==> config.mk <==
export PLATFORM = sky130hd
export DESIGN_NAME = rv_branch_predictor
export DESIGN_NICKNAME = d
export VERILOG_FILES = /design/src/rtl/rv_branch_predictor.sv
export SDC_FILE = /design/constraint.sdc
export NUM_CORES = 2
export LEC_CHECK = 0
export CORE_MARGIN = 2
export CORE_UTILIZATION = 48
export DETAILED_ROUTE_END_ITERATION = 8
export SLEW_MARGIN = 30
export SYNTH_ARGS = -nofsm -noshare
export SYNTH_HDL_FRONTEND = slang
export SYNTH_SLANG_ARGS = --single-unit
==> constraint.sdc <==
create_clock -name clk -period 15.9 [get_ports clk]
set_input_delay 3.18 -clock clk [delete_from_list [all_inputs] [get_ports clk]]
set_output_delay 3.18 -clock clk [all_outputs]
set_load 0.03 [all_outputs]
==> src/rtl/rv_branch_predictor.sv <==
// ---------------------------------------------------------------------------
// rv_branch_predictor
//   Dynamic branch predictor for the five-stage RISC-V pipeline.
//   The IF stage looks up the fetch PC every cycle and gets a prediction and
//   a next-PC target with zero latency. Resolved branches/jumps from ID train
//   the table. Three modes: static not-taken (0), bimodal (1), gshare (2).
//
// Ports
//   clk, rst_n        clock (rising edge), asynchronous active-low reset
//   clear             synchronous flush: entries, history and statistics
//   lk_pc             fetch PC to predict
//   pred_taken        prediction for lk_pc (combinational)
//   pred_target       predicted next PC (combinational)
//   pred_ghr          global history, carried down the pipe with the instr
//   upd_*             training interface from the resolving stage
//   upd_mispredict    combinational mispredict flag for the update
//   stat_branches     saturating count of resolved control-flow instructions
//   stat_mispred      saturating count of mispredictions
// ---------------------------------------------------------------------------
module rv_branch_predictor #(
    parameter int ENTRIES   = 32,
    parameter int CNT_W     = 2,
    parameter int PRED_MODE = 1,
    parameter int HIST_W    = 5,
    parameter int STAT_W    = 32
) (
    input  logic              clk,
    input  logic              rst_n,
    input  logic              clear,
    input  logic [31:0]       lk_pc,
    output logic              pred_taken,
    output logic [31:0]       pred_target,
    output logic [HIST_W-1:0] pred_ghr,
    input  logic              upd_valid,
    input  logic [31:0]       upd_pc,
    input  logic [HIST_W-1:0] upd_ghr,
    input  logic              upd_taken,
    input  logic [31:0]       upd_target,
    input  logic              upd_pred_taken,
    input  logic [31:0]       upd_pred_target,
    output logic              upd_mispredict,
    output logic [STAT_W-1:0] stat_branches,
    output logic [STAT_W-1:0] stat_mispred
);

    localparam int IDX_W = $clog2(ENTRIES);
    localparam int TAG_W = 30 - IDX_W;

    localparam logic [CNT_W-1:0]  CNT_MAX = '1;
    localparam logic [CNT_W-1:0]  CNT_WT  = CNT_W'(1) << (CNT_W - 1);  // weakly taken
    localparam logic [CNT_W-1:0]  CNT_WNT = CNT_WT - CNT_W'(1);         // weakly not-taken
    localparam logic [STAT_W-1:0] STAT_MAX = '1;

    // Table state; kept in flops because every entry needs an async reset.
    logic              valid_reg  [ENTRIES];
    logic [TAG_W-1:0]  tag_reg    [ENTRIES];
    logic [31:0]       target_reg [ENTRIES];
    logic [CNT_W-1:0]  cnt_reg    [ENTRIES];

    logic [HIST_W-1:0] ghr_reg;
    logic [STAT_W-1:0] stat_branches_reg;
    logic [STAT_W-1:0] stat_mispred_reg;

    logic [IDX_W-1:0]  lk_idx;
    logic [IDX_W-1:0]  upd_idx;
    logic              lk_hit;
    logic              upd_hit;
    logic              train;

    // Low PC bits are always zero for word-aligned fetch.
    logic unused_ok;
    assign unused_ok = ^{lk_pc[1:0], upd_pc[1:0], upd_ghr};

    // Index: PC word bits, optionally XORed with zero-extended history.
    always_comb begin
        lk_idx  = lk_pc[IDX_W+1:2];
        upd_idx = upd_pc[IDX_W+1:2];
        if (PRED_MODE == 2) begin
            lk_idx  = lk_pc[IDX_W+1:2]  ^ IDX_W'(ghr_reg);
            upd_idx = upd_pc[IDX_W+1:2] ^ IDX_W'(upd_ghr);
        end
    end

    assign lk_hit  = valid_reg[lk_idx]  && (tag_reg[lk_idx]  == lk_pc[31:IDX_W+2]);
    assign upd_hit = valid_reg[upd_idx] && (tag_reg[upd_idx] == upd_pc[31:IDX_W+2]);

    assign pred_taken  = (PRED_MODE != 0) && lk_hit && cnt_reg[lk_idx][CNT_W-1];
    assign pred_target = pred_taken ? target_reg[lk_idx] : lk_pc + 32'd4;
    assign pred_ghr    = ghr_reg;

    // Target mismatch only matters when the branch was actually taken.
    assign upd_mispredict = upd_valid &&
                            ((upd_taken != upd_pred_taken) ||
                             (upd_taken && (upd_target != upd_pred_target)));

    // clear wins over a same-cycle update; mode 0 never trains.
    assign train = upd_valid && !clear && (PRED_MODE != 0);

    genvar gi;
    generate
        for (gi = 0; gi < ENTRIES; gi++) begin : g_entry
            always_ff @(posedge clk or negedge rst_n) begin
                if (!rst_n) begin
                    valid_reg[gi]  <= 1'b0;
                    tag_reg[gi]    <= '0;
                    target_reg[gi] <= '0;
                    cnt_reg[gi]    <= CNT_WNT;
                end else if (clear) begin
                    valid_reg[gi]  <= 1'b0;
                    cnt_reg[gi]    <= CNT_WNT;
                end else if (train && (upd_idx == IDX_W'(gi))) begin
                    if (upd_taken) begin
                        if (upd_hit) begin
                            target_reg[gi] <= upd_target;
                            if (cnt_reg[gi] != CNT_MAX) begin
                                cnt_reg[gi] <= cnt_reg[gi] + CNT_W'(1);
                            end
                        end else begin
                            // Allocate (or steal an aliased entry).
                            valid_reg[gi]  <= 1'b1;
                            tag_reg[gi]    <= upd_pc[31:IDX_W+2];
                            target_reg[gi] <= upd_target;
                            cnt_reg[gi]    <= CNT_WT;
                        end
                    end else if (upd_hit && (cnt_reg[gi] != '0)) begin
                        cnt_reg[gi] <= cnt_reg[gi] - CNT_W'(1);
                    end
                end
            end
        end
    endgenerate

    // Non-speculative global history: shifted only by resolved outcomes.
    always_ff @(posedge clk or negedge rst_n) begin
        if (!rst_n) begin
            ghr_reg <= '0;
        end else if (clear) begin
            ghr_reg <= '0;
        end else if (upd_valid && (PRED_MODE == 2)) begin
            ghr_reg <= (ghr_reg << 1) | HIST_W'(upd_taken);
        end
    end

    always_ff @(posedge clk or negedge rst_n) begin
        if (!rst_n) begin
            stat_branches_reg <= '0;
            stat_mispred_reg  <= '0;
        end else if (clear) begin
            stat_branches_reg <= '0;
            stat_mispred_reg  <= '0;
        end else begin
            if (upd_valid && (stat_branches_reg != STAT_MAX)) begin
                stat_branches_reg <= stat_branches_reg + STAT_W'(1);
            end
            if (upd_mispredict && (stat_mispred_reg != STAT_MAX)) begin
                stat_mispred_reg <= stat_mispred_reg + STAT_W'(1);
            end
        end
    end

    assign stat_branches = stat_branches_reg;
    assign stat_mispred  = stat_mispred_reg;

endmodule

Word-level counts from Yosys, hierarchy flattened:

Index checks and enable logic that the tools add are counted.

* add/sub/neg operators: 67
* magnitude comparators: 2
* equality and inequality tests: 102
* mux-type cells: 281
* bitwise gates (word level): 4
* reductions and logical operators: 302

Operators by type and width (count)
* $mux 2: 194
* $reduce_and 3->1: 96
* $bmux 25 s5: 2
* $mux 32: 7
* $bmux 32 s5: 1
* $reduce_bool 2->1: 67
* $ne 4x3->1 const B: 32
* $reduce_and 4->1: 32
* $mux 25: 4
* $reduce_bool 3->1: 32
* $eq 5x5->1 const B: 16
* $logic_and 1x1->1: 72
* $mux 1: 70
* $ne 2x2->1 const B: 33
* $add 2x1->2 const B: 32
* $add 32x1->32 const B: 2
* $ne 32x32->1 const B: 2
* $sub 2x1->2 const B: 32
* $eq 25x25->1: 2
* $eq 5x4->1 const B: 8
* $add 32x3->32 const B: 1
* $ne 32x32->1: 1
* $eq 5x3->1 const B: 4
* $ge 6x6->1 const B: 2
* other kinds (10): 14

* flip-flop bits (word level): 1984
* bits of input ports: 139
* logic and storage cells: 888

Depth between registers and ports, before layout:

* depth in word-level cells: 11
* gate-level depth with buffers: 19
* depth with buffers taken out: 11

Worst setup path after synthesis:

No wires, ideal clock.

* path type: input port to output port
* from: input port lk_pc[2]
* to: output port pred_target[23]
* arrival: 7.474 ns
* setup slack: 5.246 ns
* cell stages on the path: 14
* buffers on the path: 5
* cells stage by stage: clkbuf_1 buf_2 buf_2 buf_1 mux4_2 mux4_2 mux2i_1 xnor2_1 nor4_1 nand3_1 nor4_2 clkbuf_1 nor2_1 a21oi_1

* longest elaborated chain between the ends: 8

Ends and longest elaborated chain
* start, declared: RTL line 30 `input logic [31:0] lk_pc,`
* $not 5->6 (implied by the code): RTL line 84, 87, 88
* $bmux 25 s5: RTL line 84 `assign lk_hit = valid_reg[lk_idx] && (tag_reg[lk_idx] == lk_pc[31:IDX_W+2]);`
* $mux 25 (implied by the code) (2 in series): RTL line 84
* $eq 25x25->1: RTL line 84
* $logic_and 1x1->1: RTL line 84
* $logic_and 1x1->1: RTL line 87 `assign pred_taken = (PRED_MODE != 0) && lk_hit && cnt_reg[lk_idx][CNT_W-1];`
* $mux 32 *: RTL line 88 `assign pred_target = pred_taken ? target_reg[lk_idx] : lk_pc + 32'd4;`
* end, declared: RTL line 32 `output logic [31:0] pred_target,`

Every way passes the cells marked *; elsewhere a longest branch is shown, timed or not. The select of a mux whose other input is x is not followed.

Worst setup path in the final report:

* from: input port lk_pc[2]
* to: output port pred_target[17]

Same word-level chain as after synthesis.

==> impl_metrics.tcl <==
set metrics [dict create \
    status "finished, final reports clean" \
    synth_flop_cell "dfrtp_1" \
    root_buffer "clkbuf_16" \
    postPlaceCellArea_mm2 0.106 \
    drive_above_1_share 0.452 \
    utilization 0.541 \
    critPathKind "input pin to primary output" \
    area_delta_synth_final_pct 12.2 \
    grt_pass1_wl_um 470000 \
    critPathSlowestCell "clkdlybuf4s50_1" \
    synth_top_area_frac 0.484 \
    worstPathRequired_ns 12.72 \
    rsz0062_at_grt "false" \
    globalRouteTotalUtil 0.300 \
    via_per_inst 6.45 \
    finalWorstSetupSlack_ns 3.11 \
    crit_path_cell_trace "buf_8, buf_4, mux4_2, mux4_2, mux2i_1, xnor2_1, or4b_2, nor4_4, buf_4, nor2_1, a21oi_1, clkdlybuf4s50_1" \
    tritoncts "built" \
    antenna_found_initial 24 \
    endpoint_kind "primary output" \
    syn_inst 6837 \
    fmax_ghz 0.0782 \
    grt_max_degree 167 \
    largest_register_ffs 1024 \
    final_common_cell "dfrtp_1" \
    most-common-layout-cells "dfrtp_1 (1952), mux2_2 (1757), mux4_2 (724)" \
    die_height_um 462 \
    cts_sinks 1984 \
    portBuffers 229 \
    post-route-period-util 0.805 \
    core_area_mm2 0.209 \
    worstMarginPinSlew_ns 1.03 \
    num_io_pins 242 \
    path_clk_slew_ns 0.05 \
    clockBufferDepth 3 \
    vias 63600 \
    rows 168 \
    ys_async_sr_fraction 1.00 \
    cp.arrival_ns 9.61 \
    hold_viol 0 \
    wl_per_cell_um 32.6 \
    cap_violations 0 \
    yosysWarnings 0 \
    die_w_um 462 \
    clk_latency_ns 0.90 \
    start_util 0.482 \
    htree_levels 4 \
    slowest_delay_ns 0.81 \
    p_leak_uw 0.0520 \
    dp_hpwl_um 185000 \
    totalWireLength_um 321000 \
    syn_area_mm2 0.101 \
    synth.largest_area_cell "dfrtp_1" \
    fin_setup_tns_ns 0 \
    vdd_drop_max_v 0.000123 \
    slew_violations 0 \
    synth_area_leaders "dfrtp_1 (48%), mux2_2 (20%), mux4_2 (16%)" \
    first_pass_iters 6 \
    synthDistinctLibCells 83 \
    p_per_area_mw_per_mm2 108 \
    gp_congestion 0.845 \
    grt_pass1_vias 65300 \
    skew_ns 0.0711 \
    max_slew_margin 0.296 \
    post-route-cell-area_mm2 0.113 \
    final_nets 7055 \
    cts_hold_buf 0 \
    route.detailed.drc 0 \
    cts_resized 0 \
    ant_nets 0 \
    synth-edff-count 0 \
    cts_buffers 216 \
    grt.overflow.total 0 \
    post-cts-setup-buffers 0 \
    dieArea_mm2 0.214 \
    startpoint_type "input pin" \
    avgSynthCellArea_um2 14.8 \
    initialDrtViolationCount 6069 \
    seq_area_frac_synth 0.493 \
    min_period_ns 12.79 \
    critPathMaxFanout 56 \
    detailedPlace.worstSlack_ns 3.22 \
    synth_seq_cells 1984 \
    worstHoldPathType "flip-flop to flip-flop" \
    setup_viol 0 \
]
[where the power goes]
group / switching (uW) / internal (uW)
registers: 229 / 5430
logic: 689 / 722
clock network: 2170 / 2930
total: 3090 / 9090
[metal layers]
metal,GRT usage,vias to the layer above,part of all wire
li1,-,25900,-
met2,0.463,2358,0.46
met4,0.109,12,0.038
met3,0.0498,544,0.067
met5,0,-,0.00026
met1,0.430,34800,0.43
[through the flow]
step           total power (uW)  hold WS [ns]  cells
4_1_cts                   12300         0.500   9833
2_1_floorplan              6630         0.466   6841
3_3_place_gp               7100         0.478   9432
5_1_grt                   12600         0.508   9845
3_5_place_dp               7160         0.487   9434
6_report                  12200         0.500   9847
[synth_stat cells, types with 49 or more instances]
| master | number |
|---|---|
| a21oi_1 | 73 |
| buf_1 | 49 |
| buf_2 | 89 |
| clkbuf_1 | 438 |
| dfrtp_1 | 1952 |
| ha_1 | 67 |
| inv_1 | 88 |
| mux2_1 | 119 |
| mux2_2 | 1757 |
| mux2i_1 | 172 |
| mux4_2 | 724 |
| nand2_1 | 209 |
| nand3_1 | 72 |
| nor2_1 | 163 |
| xnor2_1 | 80 |
| xor2_1 | 74 |
[cell families after synthesis]
kind of cell	after synthesis	share of synthesized area
AOI/OAI and AO/OA	409	0.0299
xor gates and xnor gates	154	0.0134
adders and majority gates	67	0.00831
buffers and inverters	725	0.0318
DFF	1984	0.493
muxes	2772	0.388
other	1	0.0000372
and+or+nand+nor	725	0.0360
[cell type report]
cell class / count / area [um^2]
fill: 17000 / 96000
sequential: 1984 / 49700
multi-input combinational: 4132 / 48500
clock buffer: 331 / 6370
timing repair buffer: 425 / 3870
tap: 2805 / 3510
clock inverter: 68 / 876
inverter: 90 / 338
antenna: 12 / 30.0
[critical path, delay by kind of cell]
family	cells	cell delay, ns
xor gates and xnor gates	1	0.20
buffers and inverters	4	2.53
and+or+nand+nor	3	1.07
AOI/OAI and AO/OA	1	0.59
muxes	3	1.78
[worst paths after layout]
kind | cells past startpoint | endpoint | slack (ns) | startpoint
worst min-delay path | 1 | target_reg[379]$_DFFE_PN0P_ | 0.50 | target_reg[379]$_DFFE_PN0P_
min in group asynchronous | 1 | tag_reg[789]$_DFFE_PN0P_ | 2.31 | rst_n
max in group asynchronous | 5 | target_reg[22]$_DFFE_PN0P_ | 10.64 | rst_n
worst max-delay path | 12 | pred_target[17] | 3.11 | lk_pc[2]
worst min register to register | 1 | target_reg[379]$_DFFE_PN0P_ | 0.50 | target_reg[379]$_DFFE_PN0P_
worst max register to register | 12 | tag_reg[277]$_DFFE_PN0P_ | 9.84 | tag_reg[636]$_DFFE_PN0P_
Power figures use the tool's default switching activity.
